<file path="src/rtl/reset_sequencer_if.sv">
// Signal bundle between the reset sequencer and the blocks it controls.
// master = sequencer side, slave = lock source / reset consumers.
interface reset_sequencer_if #(
    parameter int NUM_STAGES = 3,
    parameter int LOSS_W     = 8
);
    logic                  pll_lock;
    logic                  sw_reset;
    logic [NUM_STAGES-1:0] reset_out;
    logic                  all_ready;
    logic [1:0]            state;
    logic [LOSS_W-1:0]     lock_loss_count;

    modport master (
        input  pll_lock,
        input  sw_reset,
        output reset_out,
        output all_ready,
        output state,
        output lock_loss_count
    );

    modport slave (
        output pll_lock,
        output sw_reset,
        input  reset_out,
        input  all_ready,
        input  state,
        input  lock_loss_count
    );
endinterface

</file>
<file path="src/rtl/reset_sequencer.sv">
// Staged reset sequencer: debounces pll_lock, holds, then releases reset_out[0..N-1]
// in index order; any lock loss or soft reset restarts the whole sequence.
//
//   state      | meaning
//   -----------+-----------------------------------------------------------
//   WAIT_LOCK  | all stages in reset, waiting for the filtered lock
//   HOLD       | lock accepted, hold timer running, all stages in reset
//   RELEASE    | stages being released one per STAGE_GAP cycles
//   RUN        | every stage released, all_ready = 1
module reset_sequencer #(
    parameter int NUM_STAGES    = 3,
    parameter int FILTER_CYCLES = 4,
    parameter int HOLD_CYCLES   = 16,
    parameter int STAGE_GAP     = 8,
    parameter int LOSS_W        = 8
) (
    input logic               clk,
    input logic               NRST,
    reset_sequencer_if.master bus
);
    localparam logic [1:0] ST_WAIT_LOCK = 2'd0;
    localparam logic [1:0] ST_HOLD      = 2'd1;
    localparam logic [1:0] ST_RELEASE   = 2'd2;
    localparam logic [1:0] ST_RUN       = 2'd3;

    localparam int FW = $clog2(FILTER_CYCLES + 1);
    localparam int HW = (HOLD_CYCLES > 1) ? $clog2(HOLD_CYCLES) : 1;
    localparam int GW = (STAGE_GAP > 1) ? $clog2(STAGE_GAP) : 1;
    localparam int IW = (NUM_STAGES > 1) ? $clog2(NUM_STAGES) : 1;

    localparam logic [FW-1:0]         FILT_FULL = FW'(FILTER_CYCLES);
    localparam logic [HW-1:0]         HOLD_LAST = HW'(HOLD_CYCLES - 1);
    localparam logic [GW-1:0]         GAP_LAST  = GW'(STAGE_GAP - 1);
    localparam logic [IW-1:0]         IDX_FIRST = IW'(1);
    localparam logic [IW-1:0]         IDX_LAST  = IW'(NUM_STAGES - 1);
    localparam logic [NUM_STAGES-1:0] STAGE_ONE = NUM_STAGES'(1);
    localparam logic [LOSS_W-1:0]     LOSS_MAX  = {LOSS_W{1'b1}};

    logic                  lock_m;
    logic                  lock_s;
    logic [FW-1:0]         fcnt_q;
    logic                  lock_ok;
    logic [1:0]            state_q;
    logic [HW-1:0]         hcnt_q;
    logic [GW-1:0]         gcnt_q;
    logic [IW-1:0]         idx_q;
    logic [NUM_STAGES-1:0] reset_out_q;
    logic                  all_ready_q;
    logic [LOSS_W-1:0]     loss_q;
    logic                  lost;

    // Soft reset also flushes the synchroniser so a restart sees the same
    // lock latency as a cold start.
    always_ff @(posedge clk or negedge NRST) begin
        if (!NRST) begin
            lock_m <= 1'b0;
            lock_s <= 1'b0;
        end else if (bus.sw_reset) begin
            lock_m <= 1'b0;
            lock_s <= 1'b0;
        end else begin
            lock_m <= bus.pll_lock;
            lock_s <= lock_m;
        end
    end

    always_ff @(posedge clk or negedge NRST) begin
        if (!NRST) begin
            fcnt_q <= '0;
        end else if (bus.sw_reset || !lock_s) begin
            fcnt_q <= '0;
        end else if (fcnt_q != FILT_FULL) begin
            fcnt_q <= fcnt_q + FW'(1);
        end
    end

    assign lock_ok = (fcnt_q == FILT_FULL);
    assign lost    = !lock_s && ((state_q == ST_RELEASE) || (state_q == ST_RUN));

    always_ff @(posedge clk or negedge NRST) begin
        if (!NRST) begin
            loss_q <= '0;
        end else if (lost && (loss_q != LOSS_MAX)) begin
            loss_q <= loss_q + LOSS_W'(1);
        end
    end

    always_ff @(posedge clk or negedge NRST) begin
        if (!NRST) begin
            state_q     <= ST_WAIT_LOCK;
            reset_out_q <= '1;
            all_ready_q <= 1'b0;
            hcnt_q      <= '0;
            gcnt_q      <= '0;
            idx_q       <= '0;
        end else if (bus.sw_reset || lost) begin
            state_q     <= ST_WAIT_LOCK;
            reset_out_q <= '1;
            all_ready_q <= 1'b0;
            hcnt_q      <= '0;
            gcnt_q      <= '0;
            idx_q       <= '0;
        end else begin
            case (state_q)
                ST_WAIT_LOCK: begin
                    if (lock_ok) begin
                        state_q <= ST_HOLD;
                        hcnt_q  <= HOLD_LAST;
                    end
                end
                ST_HOLD: begin
                    if (!lock_s) begin
                        state_q <= ST_WAIT_LOCK;
                    end else if (hcnt_q == '0) begin
                        reset_out_q[0] <= 1'b0;
                        gcnt_q         <= GAP_LAST;
                        idx_q          <= IDX_FIRST;
                        if (NUM_STAGES == 1) begin
                            state_q     <= ST_RUN;
                            all_ready_q <= 1'b1;
                        end else begin
                            state_q <= ST_RELEASE;
                        end
                    end else begin
                        hcnt_q <= hcnt_q - HW'(1);
                    end
                end
                ST_RELEASE: begin
                    if (gcnt_q == '0) begin
                        reset_out_q <= reset_out_q & ~(STAGE_ONE << idx_q);
                        gcnt_q      <= GAP_LAST;
                        if (idx_q == IDX_LAST) begin
                            state_q     <= ST_RUN;
                            all_ready_q <= 1'b1;
                        end else begin
                            idx_q <= idx_q + IW'(1);
                        end
                    end else begin
                        gcnt_q <= gcnt_q - GW'(1);
                    end
                end
                default: begin
                end
            endcase
        end
    end

    assign bus.reset_out       = reset_out_q;
    assign bus.all_ready       = all_ready_q;
    assign bus.state           = state_q;
    assign bus.lock_loss_count = loss_q;
endmodule

</file>
<file path="src/flat_wrapper.sv">
// flat-port wrapper written by rule: the top's interface ports become plain ports
module reset_sequencer_flat 
#(
    parameter int NUM_STAGES    = 3,
    parameter int FILTER_CYCLES = 4,
    parameter int HOLD_CYCLES   = 16,
    parameter int STAGE_GAP     = 8,
    parameter int LOSS_W        = 8
)
  (clk, NRST, bus_pll_lock, bus_sw_reset, bus_reset_out, bus_all_ready, bus_state, bus_lock_loss_count);
  reset_sequencer_if #(.NUM_STAGES(NUM_STAGES), .LOSS_W(LOSS_W)) bus_i ();
  input logic clk;
  input logic NRST;
  input wire logic [$bits(bus_i.pll_lock)-1:0] bus_pll_lock;
  input wire logic [$bits(bus_i.sw_reset)-1:0] bus_sw_reset;
  output wire logic [$bits(bus_i.reset_out)-1:0] bus_reset_out;
  output wire logic [$bits(bus_i.all_ready)-1:0] bus_all_ready;
  output wire logic [$bits(bus_i.state)-1:0] bus_state;
  output wire logic [$bits(bus_i.lock_loss_count)-1:0] bus_lock_loss_count;
  assign bus_i.pll_lock = bus_pll_lock;
  assign bus_i.sw_reset = bus_sw_reset;
  assign bus_reset_out = bus_i.reset_out;
  assign bus_all_ready = bus_i.all_ready;
  assign bus_state = bus_i.state;
  assign bus_lock_loss_count = bus_i.lock_loss_count;
  reset_sequencer #(.NUM_STAGES(NUM_STAGES), .FILTER_CYCLES(FILTER_CYCLES), .HOLD_CYCLES(HOLD_CYCLES), .STAGE_GAP(STAGE_GAP), .LOSS_W(LOSS_W)) u_core (.clk(clk), .NRST(NRST), .bus(bus_i));
endmodule
</file>
<file path="config.mk">
export PLATFORM = sky130hd
export DESIGN_NAME = reset_sequencer_flat
export DESIGN_NICKNAME = d
export VERILOG_FILES = /design/src/rtl/reset_sequencer_if.sv /design/src/rtl/reset_sequencer.sv /design/src/flat_wrapper.sv
export SDC_FILE = /design/constraint.sdc
export NUM_CORES = 1
export LEC_CHECK = 0
export ABC_AREA = 1
export CAP_MARGIN = 20
export CELL_PAD_IN_SITES_DETAIL_PLACEMENT = 0
export CELL_PAD_IN_SITES_GLOBAL_PLACEMENT = 1
export CORE_MARGIN = 10
export CORE_UTILIZATION = 40
export CTS_CLUSTER_SIZE = 24
export DETAILED_ROUTE_END_ITERATION = 7
export GPL_ROUTABILITY_DRIVEN = 0
export PLACE_DENSITY_LB_ADDON = 0.1
export SKIP_CTS_REPAIR_TIMING = 1
export SLEW_MARGIN = 20
export SYNTH_ARGS = -nofsm -noshare
export SYNTH_HDL_FRONTEND = slang
export SYNTH_SLANG_ARGS = --single-unit
</file>
<file path="constraint.sdc">
create_clock -name clk -period 1.9 [get_ports clk]
set_clock_uncertainty 0.1 [all_clocks]
set_input_delay 0.19 -clock clk [delete_from_list [all_inputs] [get_ports clk]]
set_output_delay 0.19 -clock clk [all_outputs]
set_load 0.01 [all_outputs]
</file>
; Word-level counts from Yosys, hierarchy flattened
; Cells that the tools add are included.
[word_totals]
reg_bits = 28
latchBits = 0
ram_bits = 0
mem_bits_ro = 0
out_inout_bits = 14
wordCells = 94
mem_count = 0
[op_classes]
add_sub_neg = 5
n_mul = 0
div = 0
magnitude_cmp = 0
eq_ne = 15
n_shift = 1
mux = 37
n_bitwise = 2
reduce_logical = 23
[op_table]
columns = op, n
row1 = 2-bit 2-to-1 mux, 12
row2 = 3-bit 2-to-1 mux, 8
row3 = 4-bit 2-to-1 mux, 4
row4 = 3-bit inequality test (second input constant), 4
row5 = 5-bit AND reduction, 2
row6 = 3-bit by 1-bit inequality test with 1-bit output (second input constant), 3
row7 = 8-bit by 1-bit adder with 8-bit output (second input constant), 1
row8 = 1-bit 2-to-1 mux, 8
row9 = 8-bit inequality test (second input constant), 1
row10 = 4-bit one-hot mux with 2 select lines, 1
row11 = 4-bit AND reduction, 2
row12 = 2-bit nonzero test, 4
row13 = 2-bit == test (second input constant), 3
row14 = 2-bit one-hot mux with 3 select lines, 1
row15 = 3-bit one-hot mux with 2 select lines, 1
row16 = 3-bit AND reduction, 2
row17 = 3-bit nonzero test, 2
row18 = 4-bit zero test, 1
row19 = 4-bit inequality test (second input constant), 1
row20 = 2-bit one-hot mux with 2 select lines, 1
row21 = 4-bit nonzero test, 1
row22 = 4-bit by 1-bit subtractor with 4-bit output (second input constant), 1
row23 = 3-bit by 1-bit adder with 3-bit output (second input constant), 1
row24 = 3-bit bitwise AND, 1
row25 = 14 further kinds, 17

; Logic depth before layout (Yosys ltp)
[logic_depth]
ltp_word = 6
mapped_depth = 11
mapped_depth_nobuf = 10

; Worst setup path before layout
; Ideal clock, no wire load.
[synth_timing]
path_kind = reg2reg
startpoint = register u_core.state_q[0] (netlist: u_core.bus.state[0])
endpoint = register u_core.hcnt_q[1]
setup_time_ns = 0.126
arrival_time_ns = 1.406
t_required_ns = 1.674
path_slack_ns = 0.268
stages_incl_launch_ff = 10
synth_period_minus_slack_ns = 1.632
cell_sequence = dfrtp_1 > inv_1 > ha_1 > buf_6 > nor2_4 > nor2_4 > nor2_4 > o21ai_0 > nand2_2 > o21ai_0
[synth_between]
elab_chain_cells = 6
word_cells_on_any_way = 14
cone_classes = eq/ne (6) / mux (2) / reduce/logical (6)
[synth_lines]
columns = element, line
row1 = from (decl), reset_sequencer.sv:43  ; logic [1:0] state_q;
row2 = from (signal assigned), reset_sequencer.sv:90  ; state_q <= ST_WAIT_LOCK;
row3 = from (signal assigned), reset_sequencer.sv:97  ; state_q <= ST_WAIT_LOCK;
row4 = from (signal assigned), reset_sequencer.sv:107  ; state_q <= ST_HOLD;
row5 = 2-bit == test, reset_sequencer.sv:78  ; assign lost = !lock_s && ((state_q == ST_RELEASE) || (state_q == ST_RUN));
row6 = 1-bit logical OR, reset_sequencer.sv:78
row7 = 1-bit logical AND, reset_sequencer.sv:78
row8 = 1-bit logical OR, reset_sequencer.sv:96  ; end else if (bus.sw_reset || lost) begin
row9 = "3-bit by 2-bit inequality test with 1-bit output (no line), or another cell as far along", --
row10 = 4-bit AND reduction (no line), --
row11 = to (signal assigned), reset_sequencer.sv:125  ; hcnt_q <= hcnt_q - HW'(1);
row12 = to (decl), reset_sequencer.sv:44  ; logic [HW-1:0] hcnt_q;
; Parallel ways exist; a longest one is shown, timed or not.
; A chain may end at the register's enable or synchronous reset.

; Worst setup path after layout
[layout_timing]
startpoint = register u_core.state_q[0] (netlist: u_core.bus.state[0])
endpoint = register u_core.state_q[0] (netlist: u_core.bus.state[0])
[layout_between]
elab_chain_cells = 6
word_cells_on_any_way = 15
cone_classes = eq/ne (7) / mux (2) / reduce/logical (6)
[layout_lines]
columns = element, line
row1 = "2-bit == test, on equally long branches", "reset_sequencer.sv:78, reset_sequencer.sv:104"
row2 = 1-bit logical OR, reset_sequencer.sv:78
row3 = 1-bit logical AND, reset_sequencer.sv:78
row4 = 1-bit logical OR, reset_sequencer.sv:96
row5 = "4-bit inequality test (no line), or another cell as far along", --
row6 = 5-bit AND reduction (no line), --
; Parallel ways exist; a longest one is shown, timed or not.

==> results.sh <==
export IMPL_seq_area_sq_um=706
export IMPL_crit_slowest_cell="dfrtp_2"
export IMPL_slowest_delay_ns=0.45
export IMPL_worst_ep_required_time_ns=1.97
export IMPL_synth_area_leaders="dfrtp_1, nand2_1, ha_1"
export IMPL_cts_root_buf="clkbuf_8"
export IMPL_drt_pass1_iterations=4
export IMPL_die_h_microns=84.9
export IMPL_status="completed"
export IMPL_worstSetupPathType="flip-flop to flip-flop"
export IMPL_synth_distinct_cells=21
export IMPL_seq_area_frac_synth_pct=41.9
export IMPL_coreArea_sq_um=4030
export IMPL_postSynthAreaPerCell_sq_um=7.86
export IMPL_multiInputGateArea_sq_um=841
export IMPL_fin_setup_tns_ns=0
export IMPL_n_fill_cell=411
export IMPL_cap_violations=0
export IMPL_p_sw_uw=745
export IMPL_switching_share_pct=38.5
export IMPL_critPathArrivalTime_ns=1.77
export IMPL_post_drt_wl_per_cell_microns=12.6
export IMPL_relSlewSlack_pct=75.7
export IMPL_drt_initial_drc_count=81
export IMPL_route_detailed_drc=0
export IMPL_drive_gt1_share_pct=11.8
export IMPL_crit_start="u_core.bus.state[0]$_DFFE_PN0P_"
export IMPL_ys_ff_latch=28
export IMPL_fp_row_count=23
export IMPL_grt_pass1_wl_microns=6580
export IMPL_yosysTopAreaCell="dfrtp_1"
export IMPL_max_freq_mhz=588
export IMPL_globalRouteOverflowTotal=0
export IMPL_synthCells=214
export IMPL_ios=18
export IMPL_synthesis_area_sq_um=1680
export IMPL_via_count=1403
export IMPL_seqPwrFrac_pct=41.6
export IMPL_period_needed_ns=1.70
export IMPL_nets=255
export IMPL_clock_sinks=28
export IMPL_grt_setup_unrepaired="no"
export IMPL_grt_max_degree=29
export IMPL_p_leak_uw=0.000962
export IMPL_setup_viol=0
export IMPL_path_clk_slew_ns=0.10
export IMPL_powerDensity_nw_per_um2=976
export IMPL_hold_viol=0
export IMPL_routed_via_density=4.89
export IMPL_worstReg2RegStart="u_core.bus.state[0]$_DFFE_PN0P_"
export IMPL_die_w_microns=84.9
export IMPL_dp_cells=283
export IMPL_cts_tree="yes"
export IMPL_crit_chain="inv_1 > ha_2 > inv_1 > nor2_2 > o21ai_1 > nand2_1 > nor2_1 > nand2_1 > nand2_1"
export IMPL_grt_pass1_vias=1458
export IMPL_yosysWarnings=0
export IMPL_hpwl_microns=2870
export IMPL_p_clk_share_pct=19.5
export IMPL_antenna_cells=0
export IMPL_pwr_share_comb_pct=38.9
export IMPL_area_growth_pct=17.9
export IMPL_track_usage_pct=10.7
export IMPL_cp_start_kind="flip-flop"
export IMPL_drv_slew=0
export IMPL_htree_levels=1
export IMPL_hp_class="input pin to asynchronous set/reset pin"
export IMPL_layout_cells_non_filler=287
export IMPL_yosys_area_top_type_share_pct=37.2
export IMPL_worst_pin_slew_ns=0.365
export IMPL_start_util_pct=41.8
export IMPL_period_share_pct=89.5
export IMPL_synth_nets=231
export IMPL_ant_nets=0
export IMPL_numCtsBuffers=3
export IMPL_antenna_found_initial=0
export IMPL_numPortBuffers=17
export IMPL_die_area_sq_um=7200
export IMPL_crit_top_cell="nand2_1"
export IMPL_peakVddDrop_v=0.000310
export IMPL_cts_buffer_depth=2
export IMPL_crit_path_end_kind="flip-flop"
export IMPL_intPower_uw=1190
export IMPL_critPathMaxFanout=6
export IMPL_finalWirelength_microns=3630
export IMPL_worstSkewPairLatency_ns=0.27
layout make-up:
cell class | instances | share of cell area (%)
clock buffer | 4 | 2.77
inverter | 32 | 6.05
multi-input combinational | 152 | 42.4
sequential | 28 | 35.6
tap | 50 | 3.15
timing repair buffer | 21 | 10.1
power by group through the flow:
stage          combinational [uW]  clock (uW)  sequential, uW
3_3_place_gp                  735           0             806
5_1_grt                       881         416             821
2_1_floorplan                 506           0             808
3_5_place_dp                  760           0             812
4_1_cts                       763         388             802
6_report                      753         378             806
layout by cell type, fill, tap and decap left out:
| master | count |
|---|---|
| nand3_1 | 18 |
| nor3b_1 | 1 |
| ha_2 | 2 |
| nor2_1 | 15 |
| dfstp_2 | 3 |
| nor2_4 | 3 |
| nand4_1 | 1 |
| o21ai_0 | 19 |
| inv_2 | 2 |
| o21ai_2 | 2 |
| dfrtp_1 | 24 |
| o21ai_1 | 5 |
| clkbuf_8 | 4 |
| ha_1 | 11 |
| nand2_2 | 5 |
| buf_4 | 4 |
| clkdlybuf4s50_1 | 17 |
| inv_1 | 30 |
| dfrtp_2 | 1 |
| nor2_2 | 2 |
| xnor2_1 | 4 |
| a21oi_1 | 4 |
| nand2_1 | 55 |
| nor3_1 | 2 |
| xor2_1 | 3 |
cells by family (layout without fill, tap and decap cells):
kind of cell	Yosys count	count (layout)	synth area share, %
compound gates	30	30	9.37
simple gates	102	102	27.0
fa+ha+maj	13	13	9.67
flops	28	28	41.9
xor+xnor	7	7	3.64
buf+inv	34	57	8.48
layer usage:
layer / vias up / GRT usage, % / share of wire (%)
li1: 721 / - / -
met1: 655 / 12.3 / 44
met2: 21 / 18.7 / 51
met3: 6 / 2.58 / 4.1
met4: 0 / 3.74 / 1.8
met5: - / 0 / 0
worst max-delay path: cells and delay by family (launching register included):
kind                     cells  cell delay [ns]
flip-flops                   1             0.45
buffers and inverters        2             0.19
adder cells (fa/ha/maj)      1             0.26
AO/OA/AOI/OAI                1             0.11
AND/OR/NAND/NOR              5             0.46
state kept, by name, indices dropped and copies added (netlist names):
name / cells
u_core.bus.lock_loss_count: 8
u_core.bus.all_ready: 1
u_core.hcnt_q: 4
u_core.gcnt_q: 3
u_core.idx_q: 2
u_core.lock_s: 1
u_core.bus.reset_out: 3
u_core.fcnt_q: 3
u_core.bus.state: 2
u_core.lock_m: 1
path summary, 6_finish.rpt:
check	slack, ns	endpoint	cells past startpoint
hold reg to reg	0.37	u_core.bus.reset_out[2]$_DFFE_PN1P_	2
setup reg to reg	0.20	u_core.bus.state[0]$_DFFE_PN0P_	9
setup / recovery	0.20	u_core.bus.state[0]$_DFFE_PN0P_	9
max in group asynchronous	1.21	u_core.bus.reset_out[0]$_DFFE_PN1P_	2
min in group clk	0.31	u_core.lock_m$_DFF_PN0_	3
hold / removal	0.19	u_core.gcnt_q[0]$_DFFE_PN0P_	2
Yosys cell counts:
cell type	instances
ha_1	13
xnor2_1	4
nand4_1	1
dfstp_2	3
nand2_1	55
dfrtp_1	25
nor2_2	2
inv_1	30
o21ai_2	2
xor2_1	3
nand3_1	18
o21ai_0	19
o21ai_1	5
a21oi_1	4
nor3b_1	1
buf_6	2
nor2_1	15
nor2_4	3
inv_2	2
nor3_1	2
nand2_2	5
per-stage QoR:
stage	utilization, %	worst slack [ns]	hold slack, ns	total power [uW]	cell area [sq um]
3_3_place_gp	47.7	0.171	0.342	1540	1920
6_report	49.3	0.200	0.186	1940	1980
3_5_place_dp	47.7	0.0881	0.358	1570	1920
2_1_floorplan	-	0.268	-0.206	1310	1680
5_1_grt	49.3	0.0233	0.205	2120	1980
4_1_cts	49.1	0.0813	0.201	1950	1980
No activity file was read; power rests on OpenSTA's default activity.
==> edit: new RTL, same settings <==
`FILTER_CYCLES` is set to 4 in 2 places; all go to 2.
--- a/src/rtl/reset_sequencer.sv
+++ b/src/rtl/reset_sequencer.sv
@@ -9,7 +9,7 @@
 //   RUN        | every stage released, all_ready = 1
 module reset_sequencer #(
     parameter int NUM_STAGES    = 3,
-    parameter int FILTER_CYCLES = 4,
+    parameter int FILTER_CYCLES = 2,
     parameter int HOLD_CYCLES   = 16,
     parameter int STAGE_GAP     = 8,
     parameter int LOSS_W        = 8
--- a/src/flat_wrapper.sv
+++ b/src/flat_wrapper.sv
@@ -2,7 +2,7 @@
 module reset_sequencer_flat 
 #(
     parameter int NUM_STAGES    = 3,
-    parameter int FILTER_CYCLES = 4,
+    parameter int FILTER_CYCLES = 2,
     parameter int HOLD_CYCLES   = 16,
     parameter int STAGE_GAP     = 8,
     parameter int LOSS_W        = 8
Check against the original RTL: not equivalent (Yosys sat finds a counterexample within 10 cycles, from zero or initial values and one cycle with NRST low).
==> edit against the original RTL <==
- synthesized area fell by 1.9%
- cell count rose by 0.70%
- wire length fell by 2.1%
- sequential share of layout area fell by 1.4 points
- core utilization rose by 0.51 points
- largest cell class unchanged
- largest power group is now combinational cells
- count of clock-buffer cells in the layout fell by 1
- setup slack got worse by 0.067 ns
- non-clock buffer count rose by 4
- sequential cell count fell by 1
- total power rose by 3.9%
- critical path depth fell by 1
- cell area rose by 0.32%
==> edit: results (changes against the original RTL) <==
Ranked by total cell area, the synthesized netlist is headed by sky130_fd_sc_hd__dfrtp_1 (36%), sky130_fd_sc_hd__nand2_1 (15%), sky130_fd_sc_hd__ha_1 (9.1%), sky130_fd_sc_hd__inv_1 (6.4%), sky130_fd_sc_hd__dfstp_2 (4.8%). The worst-path maximum fanout is 10 (+4). The count of unique library cells instantiated by Yosys is 24 (+14%). The met1 usage was 12.4% (+0.043 points). The register-to-register setup slack came out at 0.13 ns (-0.07 ns).

The fraction of final layout cells with drive strength greater than 1 is 13.4% (+1.6 points). The achievable frequency is 0.566 GHz (-3.8%). The combinational logic power came to 851 µW (+13%). The layout sequential cell count came out at 27 (-3.6%). The actual transition at the worst max-transition pin came out at 0.403 ns (+0.0378 ns).

The routed via count divided by cell count came to 4.79 (-2.0%). The cell depth of the worst flop-to-flop path was 8 (-1). The flow ran to the end, and the final reports show no timing, DRC or antenna violations.

The peak supply drop was 0.490 mV (+58%). The internal cell power is 1.21 mW (+1.5%). The overall via count from detail_route is 1385 (-1.3%). By count the netlist is led by sky130_fd_sc_hd__nand2_1 (66), sky130_fd_sc_hd__inv_1 (28), sky130_fd_sc_hd__dfrtp_1 (24), sky130_fd_sc_hd__nor2_1 (19), sky130_fd_sc_hd__ha_1 (12). The largest net degree at the start of global routing came to 28 (-3.4%).

The worst-case setup slack after placement came to 0.0991 ns (+0.0110 ns). The standby leakage power was 0.975 nW (+1.4%). The HPWL reported at the end of detailed placement is 2.73 mm (-4.7%). The count of non-CTS inverters in the layout is 31 (-3.1%). The total net switching power came out at 802 µW (+7.7%). The area of the core region was 4000 µm² (-0.71%). The overall track demand over capacity in global routing is 10.5% (-0.23 points). The number of non-clock buffers is 25 (+19%). The instance area at placement came to 1940 µm² (+0.78%). The power in the clock group is 345 µW (-8.7%). The share of the final layout cell area in sequential cells came to 34.2% (-1.4 points). The critical path arrival came out at 1.84 ns (+0.07 ns).

The net total in the final layout is 256 (+0.39%). The part of the Yosys area used for sequential elements came out at 41.2% (-0.69 points). The wire length of the first global-routing pass is 6.36 mm (-3.3%). The area used by multi-input combinational logic is 852 µm² (+1.3%). The average routed wire per standard cell was 12.3 µm (-2.8%). The routing usage on met3 is 3.48% (+0.90 points).

The number of violations reported at the end of detailed-routing iteration 0 was 56 (-31%). The clock tree cell share of total cell area is 2.45% (-0.32 points). The final design area excluding fillers came out at 1990 µm² (+0.32%). The met2 track utilization from global routing came out at 16.7% (-2.1 points).

The layout buffering overhead excluding clock cells is 11.6% (+1.5 points). The post-synthesis instance total is 211 (-1.4%). The count of placed standard cells including taps came out at 285 (+0.71%).
edit: per-layer routing:
layer / vias up / routed length, µm
li1: 720 / -
met1: 633 / 1710
met2: 23 / 1580
met3: 9 / 173
met4: 0 / 87
met5: - / 0
edit: logic make-up after synthesis:
group	count (synthesis)	share of synthesized area, %
simple gates	113	31.6
buf+inv	32	7.35
flops	27	41.2
compound gates	19	6.52
fa+ha+maj	12	9.10
xor+xnor	8	4.25
edit: critical path, stage by stage, from the launching register on:
cell	delay, ns
sky130_fd_sc_hd__dfrtp_2	0.41
sky130_fd_sc_hd__inv_1	0.07
sky130_fd_sc_hd__ha_1	0.25
sky130_fd_sc_hd__o21ai_2	0.23
sky130_fd_sc_hd__nand2_4	0.15
sky130_fd_sc_hd__nor2_4	0.16
sky130_fd_sc_hd__nand2_1	0.12
sky130_fd_sc_hd__nand4_1	0.13
sky130_fd_sc_hd__nand2_1	0.06
